[config.mk]
export PLATFORM = sky130hd
export DESIGN_NAME = photonic_rx_array_flat
export DESIGN_NICKNAME = d
export VERILOG_FILES = /design/src/rtl/photonic_rx_array_if.sv /design/src/rtl/photonic_rx_array.sv /design/src/flat_wrapper.sv
export SDC_FILE = /design/constraint.sdc
export NUM_CORES = 1
export LEC_CHECK = 0
export BUFFER_PORTS_ARGS = -buffer_cell sky130_fd_sc_hd__buf_2
export CELL_PAD_IN_SITES_DETAIL_PLACEMENT = 0
export CELL_PAD_IN_SITES_GLOBAL_PLACEMENT = 1
export CORE_ASPECT_RATIO = 1.75
export CORE_UTILIZATION = 45
export DETAILED_ROUTE_END_ITERATION = 10
export GPL_TIMING_DRIVEN = 0
export PLACE_DENSITY = 0.83
export REMOVE_ABC_BUFFERS = 1
export SETUP_SLACK_MARGIN = 0.4
export SLEW_MARGIN = 20
export SYNTH_ARGS = -nofsm -noshare
export SYNTH_HDL_FRONTEND = slang
export SYNTH_SLANG_ARGS = --single-unit
[constraint.sdc]
create_clock -name clk -period 3.37 [get_ports clk]
set_input_delay 0.674 -clock clk [delete_from_list [all_inputs] [get_ports clk]]
set_output_delay 0.674 -clock clk [all_outputs]
set_load 0.005 [all_outputs]
[src/rtl/photonic_rx_array_if.sv]
// Bundle between the condition sources / configuration side and the
// multi-channel photonic receiver: condition inputs, mode and holdoff go in,
// per-channel switch controls and status come out.
interface photonic_rx_array_if #(
  parameter int CHANNELS  = 4,
  parameter int HOLDOFF_W = 8,
  parameter int COUNT_W   = 8
);
  logic [CHANNELS-1:0]         cond;
  logic [1:0]                  mode;
  logic [HOLDOFF_W-1:0]        holdoff;
  logic [CHANNELS-1:0]         signal;
  logic [CHANNELS-1:0]         busy;
  logic [CHANNELS-1:0]         overrun;
  logic [CHANNELS*COUNT_W-1:0] acc_count;

  // Source / controller side
  modport master (
    output cond, mode, holdoff,
    input  signal, busy, overrun, acc_count
  );

  // Receiver side
  modport slave (
    input  cond, mode, holdoff,
    output signal, busy, overrun, acc_count
  );
endinterface

[src/rtl/photonic_rx_array.sv]
// Multi-channel photonic switch receiver. Each channel synchronises its
// asynchronous condition bit, detects rising edges, and drives a switch
// control in toggle / follow / pulse / hold mode, with a programmable holdoff
// window, a sticky overrun flag and a saturating accepted-event counter.
// SYNC_STAGES must be at least 2.
module photonic_rx_array #(
  parameter int CHANNELS    = 4,
  parameter int SYNC_STAGES = 2,
  parameter int HOLDOFF_W   = 8,
  parameter int COUNT_W     = 8
) (
  input  logic                clk,
  input  logic                reset,
  input  logic                clr,
  photonic_rx_array_if.slave  bus
);

  localparam logic [1:0] MODE_TOGGLE = 2'b00;
  localparam logic [1:0] MODE_FOLLOW = 2'b01;
  localparam logic [1:0] MODE_PULSE  = 2'b10;
  localparam logic [1:0] MODE_HOLD   = 2'b11;

  logic [CHANNELS-1:0]         signal_w;
  logic [CHANNELS-1:0]         busy_w;
  logic [CHANNELS-1:0]         overrun_w;
  logic [CHANNELS*COUNT_W-1:0] acc_w;

  genvar gi;
  generate
    for (gi = 0; gi < CHANNELS; gi++) begin : g_ch
      logic [SYNC_STAGES-1:0] sync_reg;
      logic                   cond_d_reg;
      logic                   sig_reg, sig_next;
      logic                   ovr_reg, ovr_next;
      logic [HOLDOFF_W-1:0]   cnt_reg, cnt_next;
      logic [COUNT_W-1:0]     acc_reg, acc_next;
      logic                   cond_s, rise, idle, accept, reject;

      assign cond_s = sync_reg[SYNC_STAGES-1];
      assign rise   = cond_s & ~cond_d_reg;
      assign idle   = (cnt_reg == '0);
      // Accept/reject use the current counter value, so a rise landing on the
      // cycle the counter reaches zero is already accepted.
      assign accept = rise & idle & (bus.mode != MODE_HOLD);
      assign reject = rise & ~idle &
                      ((bus.mode == MODE_TOGGLE) | (bus.mode == MODE_PULSE));

      // Next-state for holdoff counter, event counter, overrun and switch output
      always_comb begin
        cnt_next = cnt_reg;
        acc_next = acc_reg;
        ovr_next = ovr_reg | reject;
        sig_next = sig_reg;
        if (accept) begin
          cnt_next = bus.holdoff;
        end else if (!idle) begin
          cnt_next = cnt_reg - HOLDOFF_W'(1);
        end
        if (accept && (acc_reg != '1)) begin
          acc_next = acc_reg + COUNT_W'(1);
        end
        case (bus.mode)
          MODE_TOGGLE: if (accept) sig_next = ~sig_reg;
          MODE_FOLLOW: sig_next = cond_s;
          MODE_PULSE: begin
            if (accept)    sig_next = 1'b1;
            else if (idle) sig_next = 1'b0;
          end
          default: sig_next = sig_reg;  // hold: output frozen
        endcase
      end

      // Channel state registers; reset is asynchronous, clr is a synchronous clear
      always_ff @(posedge clk or negedge reset) begin
        if (!reset) begin
          sync_reg   <= '0;
          cond_d_reg <= 1'b0;
          cnt_reg    <= '0;
          acc_reg    <= '0;
          ovr_reg    <= 1'b0;
          sig_reg    <= 1'b0;
        end else if (clr) begin
          sync_reg   <= '0;
          cond_d_reg <= 1'b0;
          cnt_reg    <= '0;
          acc_reg    <= '0;
          ovr_reg    <= 1'b0;
          sig_reg    <= 1'b0;
        end else begin
          sync_reg   <= {sync_reg[SYNC_STAGES-2:0], bus.cond[gi]};
          cond_d_reg <= cond_s;
          cnt_reg    <= cnt_next;
          acc_reg    <= acc_next;
          ovr_reg    <= ovr_next;
          sig_reg    <= sig_next;
        end
      end

      assign signal_w[gi]                  = sig_reg;
      assign busy_w[gi]                    = ~idle;
      assign overrun_w[gi]                 = ovr_reg;
      assign acc_w[gi*COUNT_W +: COUNT_W]  = acc_reg;
    end
  endgenerate

  assign bus.signal    = signal_w;
  assign bus.busy      = busy_w;
  assign bus.overrun   = overrun_w;
  assign bus.acc_count = acc_w;

endmodule

[src/flat_wrapper.sv]
// flat-port wrapper written by rule: the top's interface ports become plain ports
module photonic_rx_array_flat 
#(
  parameter int CHANNELS    = 4,
  parameter int SYNC_STAGES = 2,
  parameter int HOLDOFF_W   = 8,
  parameter int COUNT_W     = 8
)
  (clk, reset, clr, bus_cond, bus_mode, bus_holdoff, bus_signal, bus_busy, bus_overrun, bus_acc_count);
  photonic_rx_array_if #(.CHANNELS(CHANNELS), .HOLDOFF_W(HOLDOFF_W), .COUNT_W(COUNT_W)) bus_i ();
  input  logic clk;
  input  logic reset;
  input  logic clr;
  input wire logic [$bits(bus_i.cond)-1:0] bus_cond;
  input wire logic [$bits(bus_i.mode)-1:0] bus_mode;
  input wire logic [$bits(bus_i.holdoff)-1:0] bus_holdoff;
  output wire logic [$bits(bus_i.signal)-1:0] bus_signal;
  output wire logic [$bits(bus_i.busy)-1:0] bus_busy;
  output wire logic [$bits(bus_i.overrun)-1:0] bus_overrun;
  output wire logic [$bits(bus_i.acc_count)-1:0] bus_acc_count;
  assign bus_i.cond = bus_cond;
  assign bus_i.mode = bus_mode;
  assign bus_i.holdoff = bus_holdoff;
  assign bus_signal = bus_i.signal;
  assign bus_busy = bus_i.busy;
  assign bus_overrun = bus_i.overrun;
  assign bus_acc_count = bus_i.acc_count;
  photonic_rx_array #(.CHANNELS(CHANNELS), .SYNC_STAGES(SYNC_STAGES), .HOLDOFF_W(HOLDOFF_W), .COUNT_W(COUNT_W)) u_core (.clk(clk), .reset(reset), .clr(clr), .bus(bus_i));
endmodule
== Word level (Yosys, flattened, before mapping) ==
Cells that the tools add are included.
Operators by class
  muxes and demuxes: 52
  $add $sub $neg: 8
  reductions and logical operators: 18
  equality and inequality tests: 19
  bitwise operators: 37
Operators by type and width (number)
  two-way mux 8 bit: 20
  adder 8 x 1 -> 8 bit, second input constant: 4
  zero test 8 bit: 4
  != test 8 bit, second input constant: 4
  subtractor 8 x 1 -> 8 bit, second input constant: 4
  two-way mux 1 bit: 24
  bitwise AND 1 bit: 20
  != test 4 x 2 -> 1 bit, second input constant: 4
  != test 3 x 2 -> 1 bit, second input constant: 4
  != test 3 bit, second input constant: 4
  inverter 1 bit: 12
  case mux 1 bit (3 select lines): 4
  AND reduction 3 bit: 4
  two-way mux 2 bit: 4
  nonzero test 2 bit: 4
  bitwise OR 1 bit: 5
  logical AND 1 bit: 4
  nonzero test 4 bit: 1
  == test 2 x 1 -> 1 bit, second input constant: 1
  == test 2 bit, second input constant: 1
  zero test 2 bit: 1
  != test 2 bit, second input constant: 1
Word-level totals
  logic and storage cells: 158
  register bits after elaboration: 84
  bits of input ports: 17

== Depth between registers and ports, before layout ==
Gate-level depths: netlist (run 1).
  depth in word-level cells: 7
  mapped depth: 8
  depth with buffers taken out: 6

== Least setup slack after synthesis (run 1) ==
Ideal clock, no wire load.
  path type: input port to flip-flop
  start point: input port bus_mode[0]
  end point: register u_core.g_ch[0].acc_reg[6]
  library setup time: 140 ps
  stages: 7
  data required time: 3230 ps
  arrival time: 2551 ps
  buffers on the path: 2
  slack: 680 ps
  path through: ha_1 > clkbuf_1 > or3b_2 > or4_4 > buf_2 > o311ai_0 > o41ai_1
On the way
  longest elaborated chain between the ends: 4
Ends and longest elaborated chain
  start, declared: line flat_wrapper.sv:15  | input wire logic [$bits(bus_i.mode)-1:0] bus_mode;
  != test 2 bit: line photonic_rx_array.sv:44  | assign accept = rise & idle & (bus.mode != MODE_HOLD);
  bitwise AND 1 bit: line photonic_rx_array.sv:44
  logical AND 1 bit: line photonic_rx_array.sv:59  | if (accept && (acc_reg != '1)) begin
  nonzero test 2 bit (no source line)
  end signal, assigned: line photonic_rx_array.sv:93  | acc_reg <= acc_next;
  end, declared: line photonic_rx_array.sv:36  | logic [COUNT_W-1:0] acc_reg, acc_next;
Every way passes these cells.
A chain may end at the register's enable or synchronous reset.

== Worst setup path in the final report (run 1) ==
  start point: register u_core.g_ch[0].cnt_reg[2]
  end point: output port bus_busy[0]
On the way
  longest elaborated chain between the ends: 2
Ends and longest elaborated chain
  start, declared: line photonic_rx_array.sv:35  | logic [HOLDOFF_W-1:0] cnt_reg, cnt_next;
  start signal, assigned: line photonic_rx_array.sv:92  | cnt_reg <= cnt_next;
  zero test 8 bit: line photonic_rx_array.sv:41  | assign idle = (cnt_reg == '0);
  inverter 1 bit: line photonic_rx_array.sv:100  | assign busy_w[gi] = ~idle;
  end, declared: line flat_wrapper.sv:18  | output wire logic [$bits(bus_i.busy)-1:0] bus_busy;
Every way passes these cells.

==> results of run 1 <==
[layer usage]
| metal | share of wire (%) | track usage [%] | vias up |
|---|---|---|---|
| li1 | - | - | 1962 |
| met1 | 40 | 25.7 | 2046 |
| met2 | 54 | 40.1 | 64 |
| met3 | 3.4 | 4.11 | 16 |
| met4 | 1.7 | 9.29 | 0 |
| met5 | 0 | 0 | - |
[cells in the final DEF (no fill, tap or decap), types with 6 or more instances in the layout]
cell / synthesis / routed
buf_4: 8 / 9
o41ai_1: 6 / 6
a21oi_1: 31 / 31
dfrtp_1: 84 / 84
nand2_1: 24 / 24
nor3_1: 9 / 9
inv_1: 23 / 23
o31ai_1: 15 / 15
xnor2_1: 10 / 10
nor2b_1: 17 / 17
a31oi_1: 9 / 9
xor2_1: 8 / 8
and3_1: 6 / 6
or3_1: 13 / 13
ha_1: 16 / 16
nor2_1: 40 / 40
or4_1: 16 / 16
o21ai_0: 14 / 14
nor4_1: 6 / 6
a211oi_1: 29 / 29
clkbuf_16: 0 / 9
nand4_1: 6 / 6
buf_2: 3 / 58
nand3_1: 20 / 19
nand2b_1: 6 / 6
[layout make-up]
type | count | area, µm²
Clock inverter | 2 | 10.0
Inverter | 24 | 91.3
Fill cell | 957 | 4840
Sequential cell | 84 | 2100
Tap cell | 127 | 159
Multi-Input combinational cell | 361 | 2390
Timing Repair Buffer | 68 | 385
Clock buffer | 13 | 260
[critical path, stage by stage (launching register included)]
cell and delay (ns):
dfrtp_1 0.45, or4_4 0.58, or3_1 0.52, buf_2 0.19
[power by group through the flow]
stage               Combinational (mW)  Clock, mW  Sequential, mW
floorplan                         1.01          0            1.36
global placement                  1.27          0            1.40
detailed placement                1.33          0            1.41
CTS                               1.34      0.940            1.40
global route                      1.52      0.977            1.43
finish                            1.35      0.912            1.40
[path summary, 6_finish.rpt]
| path | startpoint | endpoint | slack, ns | cells past startpoint |
|---|---|---|---|---|
| hold / removal | reset | u_core.g_ch[3].acc_reg[3]$_DFFE_PN0P_ | 0.29 | 1 |
| max in group asynchronous | reset | u_core.g_ch[1].acc_reg[2]$_DFFE_PN0P_ | 2.46 | 2 |
| min in group clk | u_core.g_ch[3].sync_reg[0]$_DFF_PN0_ | u_core.g_ch[3].sync_reg[1]$_DFF_PN0_ | 0.46 | 1 |
| setup reg to reg | u_core.g_ch[0].cnt_reg[2]$_DFFE_PN0P_ | u_core.g_ch[0].acc_reg[4]$_DFFE_PN0P_ | 0.87 | 4 |
| hold reg to reg | u_core.g_ch[3].sync_reg[0]$_DFF_PN0_ | u_core.g_ch[3].sync_reg[1]$_DFF_PN0_ | 0.46 | 1 |
| setup / recovery | u_core.g_ch[0].cnt_reg[2]$_DFFE_PN0P_ | bus_busy[0] | 0.61 | 3 |
[logic make-up after synthesis]
logic type	after synthesis	synth area share, %
adder cells (fa/ha/maj)	16	4.23
XOR/XNOR	18	3.33
AND/OR/NAND/NOR	181	21.2
buffers and inverters	55	5.23
AO/OA/AOI/OAI	140	20.3
multiplexers	6	1.37
flip-flops	84	44.4
[repair_timing]
| action | CTS | global route |
|---|---|---|
| setup endpoints to repair | 4 | 12 |
| gates cloned | 0 | 0 |
| resized for setup | 1 | 1 |
| pin swaps | 0 | 2 |
| buffers inserted | 0 | 7 |
==> results.ini, run 1 <==
[sta]
worst_margin_slew_ns=0.945
worst_slew_margin_rel_pct=36.5
setup-tns-final_ns=0
final.period_utilization_pct=81.9
finalHoldWorstSlack_ns=0.290
final_worst_clock_skew_ns=0.00878
final_period_minus_worst_setup_slack_ns=2.76
setup_viol=0
finalHoldViolations=0
rsz0062_at_grt=false
max_clock_freq_ghz=0.362
drv_slew=0
postLayoutSetupSlackWorst_ns=0.610

[pwr]
p_int_mw=2.33
netSwitchingPower_mw=1.33
comb_power_share_pct=36.9
clockPowerShare_pct=24.9
p_leak_nw=2.35
power_switching_share_pct=36.4
cellPowerDensity_nw_per_um2=679
sequentialPowerShare_pct=38.2
finalPower_mw=3.66
max-vdd-ir-drop_mv=0.275

[placement]
placedInstanceArea_um2=5070
routabilityCongestion=0.783
placement.io_buffers=60
dpl_worst_slack_ns=0.0104
hpwlAfterDp_um=7970
placed_cells_incl_taps=657

[layout]
finish.cell_count_without_fillers=679
flow.area_growth_from_synthesis_pct=14.0
design.final.nets=581
postLayoutCellArea_um2=5400
drive_above_1_share_pct=18.3
layout.core_utilization_pct=52.7
insertedDiodeCount=0

[synthesis]
synthDistinctLibCells=53
dominantRegCellSynth=dfrtp_1
synth_edf_count=0
share_of_synthesized_area_occupied_by_flip_flops_and_latches_pct=44.4
synth.cell_area_um2=4730
synth.top_cell.area_share_pct=44.4
synthMostInstantiatedCell=dfrtp_1
fraction_of_synthesis_flops_using_an_asynchronous_set_or_reset_pin_pct=100
synthTopCellsByCount=84 x dfrtp_1, 40 x nor2_1, 31 x a21oi_1
yosysWarnings=0
syn-mean-instance-area_um2=9.47
post_synth_inst_count=500
synth.ff_latch_count=84
library_cell_with_the_largest_summed_area_after_synthesis=dfrtp_1
synth_top_cells_by_area=dfrtp_1 44%, a211oi_1 4.6%, ha_1 4.2%

[grt]
grtUsageTotal_pct=22.4
grt_pass1_vias=3909
grt_antenna_before_repair=0
grt_pass1_wl_um=18900
maximum_number_of_pins_on_one_net_before_global_route_repair=68
grt_overflow=0

[route]
drc_errors=0
detailroute.via_count=4088
drtAntennaViolNets=0
drt-total-wl_um=11600
first_pass_iters=4
wl_per_cell_um=17.1
detailedRoute.firstIterationViolations=275
drt-vias-per-instance=6.02

[status]
outcome=complete, no violations

[die]
coreArea_um2=10200
die_area_um2=11000
cell_rows=49
floorplan.initialDensity_pct=46.2
ioPinCount=61
die_height_um=138
die_w_um=79.5

[cts]
h-tree-depth=3
ctsLongestPathBuffers=2
worst_setup_hold_path_clk_slew_ns=0.06
clk_root_buffer_cell=clkbuf_16
ctsHoldBuffers=0
numClockSinks=84
clock_insertion_delay_worst_skew_ns=0.34
cts_tree=built
cts_inserted_buffers=9

[worst_setup_path]
path_class=reg2out
critPathCaptureType=output port
setup.worst_path.start_class=flip-flop
critical_path_at_ns=2.09
crit_required_ns=2.70
crit_path_max_fanout=10

[hold_path]
min-delay-path-class=in2async

[flow_run]
max-cap-violations=0

Power figures use the tool's default switching activity.
==> run 2: changes to the inputs <==
--- a/config.mk
+++ b/config.mk
@@ -9,10 +9,10 @@
 export CELL_PAD_IN_SITES_DETAIL_PLACEMENT = 0
 export CELL_PAD_IN_SITES_GLOBAL_PLACEMENT = 1
 export CORE_ASPECT_RATIO = 1.75
-export CORE_UTILIZATION = 45
+export CORE_UTILIZATION = 40
 export DETAILED_ROUTE_END_ITERATION = 10
 export GPL_TIMING_DRIVEN = 0
-export PLACE_DENSITY = 0.83
+export PLACE_DENSITY = 0.79
 export REMOVE_ABC_BUFFERS = 1
 export SETUP_SLACK_MARGIN = 0.4
 export SLEW_MARGIN = 20
==> constraint.sdc (replaced) <==
create_clock -name clk -period 2.5 [get_ports clk]
set_input_delay 0.5 -clock clk [delete_from_list [all_inputs] [get_ports clk]]
set_output_delay 0.5 -clock clk [all_outputs]
set_load 0.005 [all_outputs]
==> run 2 against run 1 <==
Effect of this change: the flow now finishes with violations (DRC); critical path depth is the same; count of clock-buffer cells in the layout fell by 1; utilization up 1.3 points; power increased by 66%; cell count up 7.4%; cell area up 15%; setup slack got worse by 0.43 ns; clock skew is 0.00093 ns lower; non-clock buffer count up 37; highest routed layer unchanged.
==> results.ini, run 2 (synthesized netlist as in run 1, its figures left out) <==
[status]
outcome=finished, violations left
failed_checks=DRC

[route]
drt-total-wl_um=13500  ; +17%
detailroute.via_count=4379  ; +7.1%
drc_errors=4  ; +4
wl_per_cell_um=18.6  ; +8.9%
detailedRoute.firstIterationViolations=259  ; -5.8%
detailed_route_wire_length_on_metal_1_um=5360  ; +14%
drtAntennaViolNets=0  ; unchanged
met2WireLength_um=7330  ; +16%
wl_met3_um=469  ; +18%
first_pass_iters=7  ; +3
drt-vias-per-instance=6.01  ; -0.23%
route.top_layer_used=met4

[worst_setup_path]
critPathCaptureType=output port
timing.rr.end=u_core.g_ch[0].acc_reg[1]$_DFFE_PN0P_
crit_path_max_fanout=4  ; -6
kind_of_cell_adding_the_most_delay_to_the_critical_path=simple AND/OR/NAND/NOR gates
path_class=reg2out
worstSetupPathDepth=3  ; unchanged
cpPeakStageDelay_ns=0.57  ; about the same
timing.rr.start=u_core.g_ch[0].cnt_reg[3]$_DFFE_PN0P_
cells_traversed_along_the_worst_timing_path=or4_4, or3_4, buf_6
r2r_slack_ns=0.22  ; -0.65 ns
r2r.worst_path.cells=5  ; +1
crit_required_ns=2.00  ; -0.70 ns
path_buf_inv=1  ; unchanged
setup.worst_path.end=bus_busy[3]
crit_path_start=u_core.g_ch[3].cnt_reg[3]$_DFFE_PN0P_
setup.worst_path.start_class=flip-flop
critical_path_at_ns=1.82  ; -0.27 ns
cp_slowest_cell=or4_4

[layout]
postLayoutCellArea_um2=6220  ; +15%
design.final.nets=622  ; +7.1%
most-common-layout-cells=82 x dfrtp_1, 54 x buf_2, 36 x nor2_1
layout.core_utilization_pct=54.0  ; +1.3 points
layout_commonest_cell=dfrtp_1
insertedDiodeCount=0  ; unchanged
drive_above_1_share_pct=31.8  ; +14 points
flow.area_growth_from_synthesis_pct=31.4
finish.cell_count_without_fillers=729  ; +7.4%

[grt]
grt_antenna_before_repair=0  ; unchanged
grt_overflow=0  ; unchanged
grt_pass1_vias=4423  ; +13%
grt_pass1_wl_um=22000  ; +17%
grtUsageTotal_pct=22.7  ; +0.34 points
maximum_number_of_pins_on_one_net_before_global_route_repair=68  ; unchanged

[cts]
ctsLongestPathBuffers=2  ; unchanged
numClockSinks=84  ; unchanged
cts_inserted_buffers=9  ; unchanged
h-tree-depth=3  ; unchanged
clk_root_buffer_cell=clkbuf_16
worst_setup_hold_path_clk_slew_ns=0.06  ; about the same
clock_insertion_delay_worst_skew_ns=0.34  ; about the same
cts_tree=built

[die]
die_w_um=84.2  ; +5.9%
coreArea_um2=11500  ; +12%
cell_rows=52  ; +6.1%
die_height_um=146  ; +6.0%
floorplan.initialDensity_pct=41.1  ; -5.1 points
die_area_um2=12300  ; +12%
ioPinCount=61  ; unchanged

[placement]
placement.io_buffers=60  ; unchanged
routabilityCongestion=0.826  ; +5.5%
hpwlAfterDp_um=8180  ; +2.6%
placedInstanceArea_um2=5070  ; about the same
placed_cells_incl_taps=665  ; +1.2%

[pwr]
finalPower_mw=6.07  ; +66%
clockPowerShare_pct=24.0  ; -0.9 points
sequentialPowerShare_pct=31.5  ; -6.7 points
max-vdd-ir-drop_mv=0.506  ; +84%
netSwitchingPower_mw=2.21  ; +66%
cellPowerDensity_nw_per_um2=975  ; +44%
comb_power_share_pct=44.5  ; +7.6 points
p_leak_nw=2.69  ; +14%
power_switching_share_pct=36.4  ; about the same
p_int_mw=3.86  ; +66%

[sta]
finalHoldViolations=0  ; unchanged
final_period_minus_worst_setup_slack_ns=2.32
final.period_utilization_pct=92.7
drv_slew=0  ; unchanged
final_worst_clock_skew_ns=0.00785  ; -0.000928 ns
max_clock_freq_ghz=0.431
worst_slew_margin_rel_pct=52.3  ; +16 points
setup_viol=0  ; unchanged
worst_margin_slew_ns=0.712  ; -0.233 ns
rsz0062_at_grt=true

[hold_path]
min-delay-path-class=in2async

[flow_run]
max-cap-violations=0  ; unchanged

run 2: stage by stage:
| stage | hold WS (ns) | setup slack, ns | TNS [ns] |
|---|---|---|---|
| global placement | 0.444 | -1.25 | -30.65 |
| floorplan | 0.204 | -0.0400 | -0.139 |
| CTS | 0.204 | 0.188 | 0 |
| finish | 0.175 | 0.181 | 0 |
| detailed placement | 0.459 | -0.691 | -17.64 |
| global route | 0.233 | 0.159 | 0 |
run 2: worst min path at each step:
stage	end	from	slack, ns
floorplan	u_core.g_ch[0].acc_reg[0]$_DFFE_PN0P_	reset	0.20
global placement	u_core.g_ch[0].sync_reg[1]$_DFF_PN0_	u_core.g_ch[0].sync_reg[0]$_DFF_PN0_	0.44
detailed placement	u_core.g_ch[1].sync_reg[1]$_DFF_PN0_	u_core.g_ch[1].sync_reg[0]$_DFF_PN0_	0.46
CTS	u_core.g_ch[1].cnt_reg[2]$_DFFE_PN0P_	reset	0.20
global route	u_core.g_ch[1].acc_reg[0]$_DFFE_PN0P_	reset	0.23
finish	u_core.g_ch[1].acc_reg[0]$_DFFE_PN0P_	reset	0.17
run 2: layout make-up:
| type | instances | area (µm²) |
|---|---|---|
| clock buffer | 12 | 246 |
| fill | 1022 | 5300 |
| timing repair buffer | 105 | 739 |
| clock inverter | 4 | 72.6 |
| sequential | 84 | 2100 |
| inverter | 24 | 97.6 |
| tap | 135 | 169 |
| multi-input combinational | 365 | 2790 |
run 2: routing by layer:
layer,GRT usage [%],vias up
li1,-,2054
met1,25.7,2195
met2,41.3,104
met3,3.29,26
met4,11.0,0
met5,0,-
run 2: power groups by stage:
stage	logic [mW]	clock network (mW)	registers, mW
floorplan	1.36	0	1.84
global placement	1.73	0	1.90
detailed placement	1.79	0	1.91
CTS	2.38	1.49	1.89
global route	2.94	1.53	1.94
finish	2.70	1.46	1.91
run 2: timing repair:
item / CTS / global route
cloned: 4 / 0
gates resized for setup: 60 / 41
pin swaps: 24 / 17
setup endpoints to repair: 56 / 42
hold buffers: 0 / 0
buffers inserted: 33 / 11
==> run 3: changes to the inputs <==
--- a/config.mk
+++ b/config.mk
@@ -8,11 +8,12 @@
 export BUFFER_PORTS_ARGS = -buffer_cell sky130_fd_sc_hd__buf_2
 export CELL_PAD_IN_SITES_DETAIL_PLACEMENT = 0
 export CELL_PAD_IN_SITES_GLOBAL_PLACEMENT = 1
-export CORE_ASPECT_RATIO = 1.75
-export CORE_UTILIZATION = 40
+export CORE_ASPECT_RATIO = 0.75
+export CORE_UTILIZATION = 42
+export CTS_BUF_LIST = sky130_fd_sc_hd__clkbuf_2 sky130_fd_sc_hd__clkbuf_4 sky130_fd_sc_hd__clkbuf_8
 export DETAILED_ROUTE_END_ITERATION = 10
 export GPL_TIMING_DRIVEN = 0
-export PLACE_DENSITY = 0.79
+export PLACE_DENSITY = 0.82
 export REMOVE_ABC_BUFFERS = 1
 export SETUP_SLACK_MARGIN = 0.4
 export SLEW_MARGIN = 20
==> run 3 against run 2 <==
Effect of this change: the flow now finishes without violations; first-iteration DRC count increased by 10%; largest power group unchanged; sequential share of layout area increased by 1.2 points; critical path type unchanged; register-to-register slack got worse by 0.04 ns; flip-flop and latch count unchanged; clock power decreased by 22%.
==> results.ini, run 3 (synthesized netlist as in run 1, its figures left out) <==
[sta]
rsz0062_at_grt=true
max_clock_freq_ghz=0.430  ; -0.20%
drv_slew=0  ; unchanged
worst_slew_margin_rel_pct=39.8  ; -13 points
final_period_minus_worst_setup_slack_ns=2.32  ; +0.00467 ns
worst_margin_slew_ns=0.898  ; +0.186 ns
postLayoutSetupSlackWorst_ns=0.177  ; -0.00467 ns
setup-tns-final_ns=0  ; unchanged
final.period_utilization_pct=92.9  ; +0.19 points
finalHoldViolations=0  ; unchanged
final_worst_clock_skew_ns=0.00506  ; -0.00280 ns
setup_viol=0  ; unchanged

[worst_setup_path]
crit_required_ns=2.00  ; about the same
crit_path_max_fanout=3  ; -1
kind_of_cell_adding_the_most_delay_to_the_critical_path=simple AND/OR/NAND/NOR gates
cp_slowest_cell=or4_4
cpPeakStageDelay_ns=0.57  ; about the same
path_buf_inv=1  ; unchanged
critPathCaptureType=output port
setup.worst_path.start_class=flip-flop
cells_traversed_along_the_worst_timing_path=or4_4, or3_4, buf_6
path_class=reg2out
critical_path_at_ns=1.82  ; about the same

[die]
ioPinCount=61  ; unchanged
cell_rows=33  ; -37%
die_w_um=125  ; +48%
floorplan.initialDensity_pct=43.3  ; +2.2 points
die_height_um=94.0  ; -36%
coreArea_um2=10900  ; -5.0%
die_area_um2=11700  ; -4.8%

[cts]
cts_tree=built
worst_setup_hold_path_clk_slew_ns=0.08  ; +0.02 ns
cts_inserted_buffers=9  ; unchanged
clk_root_buffer_cell=clkbuf_8
ctsLongestPathBuffers=2  ; unchanged
numClockSinks=84  ; unchanged
clock_insertion_delay_worst_skew_ns=0.36  ; +0.02 ns
h-tree-depth=3  ; unchanged

[placement]
dpl_worst_slack_ns=-0.701  ; -0.00984 ns
placement.io_buffers=60  ; unchanged
hpwlAfterDp_um=7720  ; -5.6%
routabilityCongestion=0.780  ; -5.6%

[layout]
flow.area_growth_from_synthesis_pct=26.9
insertedDiodeCount=0  ; unchanged
layout_commonest_cell=dfrtp_1
design.final.nets=612  ; -1.6%
drive_above_1_share_pct=30.3  ; -1.5 points
most-common-layout-cells=82 x dfrtp_1, 56 x buf_2, 40 x nor2_1

[pwr]
p_leak_nw=2.56  ; -5.2%
max-vdd-ir-drop_mv=0.391  ; -23%
finalPower_mw=5.71  ; -5.9%
cellPowerDensity_nw_per_um2=950  ; -2.6%

[route]
drc_errors=0  ; -4
detailedRoute.firstIterationViolations=286  ; +10%
drt-total-wl_um=13000  ; -3.9%
first_pass_iters=5  ; -2
drtAntennaViolNets=0  ; unchanged
detailroute.via_count=4327  ; -1.2%
wl_per_cell_um=18.0  ; -3.3%
drt-vias-per-instance=5.98  ; -0.51%

[grt]
grt_antenna_before_repair=0  ; unchanged
grt_pass1_vias=4100  ; -7.3%
maximum_number_of_pins_on_one_net_before_global_route_repair=68  ; unchanged
grtUsageTotal_pct=22.5  ; -0.27 points
grt_overflow=0  ; unchanged
grt_pass1_wl_um=20700  ; -6.0%

[status]
outcome=complete, no violations

[hold_path]
min-delay-path-class=in2async

[flow_run]
max-cap-violations=0  ; unchanged

## run 3: final timing paths
| check | from | endpoint | slack (ns) | depth (start not counted) |
|---|---|---|---|---|
| worst max register to register | u_core.g_ch[0].cnt_reg[3]$_DFFE_PN0P_ | u_core.g_ch[0].sig_reg$_DFFE_PN0P_ | 0.18 | 6 |
| max in group asynchronous | reset | u_core.g_ch[1].cnt_reg[1]$_DFFE_PN0P_ | 1.82 | 2 |
| worst min register to register | u_core.g_ch[1].sync_reg[0]$_DFF_PN0_ | u_core.g_ch[1].sync_reg[1]$_DFF_PN0_ | 0.47 | 1 |
| min in group clk | bus_cond[3] | u_core.g_ch[3].sync_reg[0]$_DFF_PN0_ | 0.35 | 2 |
| worst min-delay path | reset | u_core.g_ch[3].acc_reg[5]$_DFFE_PN0P_ | 0.07 | 1 |
| worst max-delay path | u_core.g_ch[0].cnt_reg[3]$_DFFE_PN0P_ | bus_busy[0] | 0.18 | 3 |
## run 3: metal layers
layer	share of wire [%]	vias to the layer above	track usage, %
li1	-	2034	-
met1	48	2148	30.6
met2	46	124	35.8
met3	4.7	21	5.18
met4	2.1	0	6.33
met5	0	-	0
## run 3: metrics by stage
stage	util [%]	cell area [µm²]	hold slack (ns)	instances
after detailed placement	46.5	5080	0.456	670
after global routing	54.9	6010	0.0701	724
after global placement	46.2	5050	0.442	669
after CTS	52.6	5750	0.0707	718
final	54.9	6010	0.0654	724
after floorplan	-	4580	0.204	469
## run 3: final cells by class
| cell class | count | area, µm² |
|---|---|---|
| clock buffers | 12 | 165 |
| clock inverters | 4 | 70.1 |
| fillers | 946 | 4930 |
| inverters | 24 | 98.8 |
| multi-input cells | 364 | 2750 |
| flip-flops and latches | 84 | 2100 |
| well taps | 140 | 175 |
| repair buffers | 96 | 642 |
## run 3: timing repair
item	4_1_cts	5_1_grt
pin swaps	25	5
setup buffers	29	6
endpoints found under the setup margin	55	35
hold buffers	0	0
gates cloned	3	0
hold endpoints to repair	0	0
resized for setup	44	41
## run 3: power breakdown
group	total, mW	switching [mW]	internal [mW]	leakage, nW
sequential	1.92	0.303	1.62	1.13
combinational	2.65	1.33	1.32	1.30
clock	1.14	0.498	0.642	0.122
total	5.71	2.13	3.58	2.56
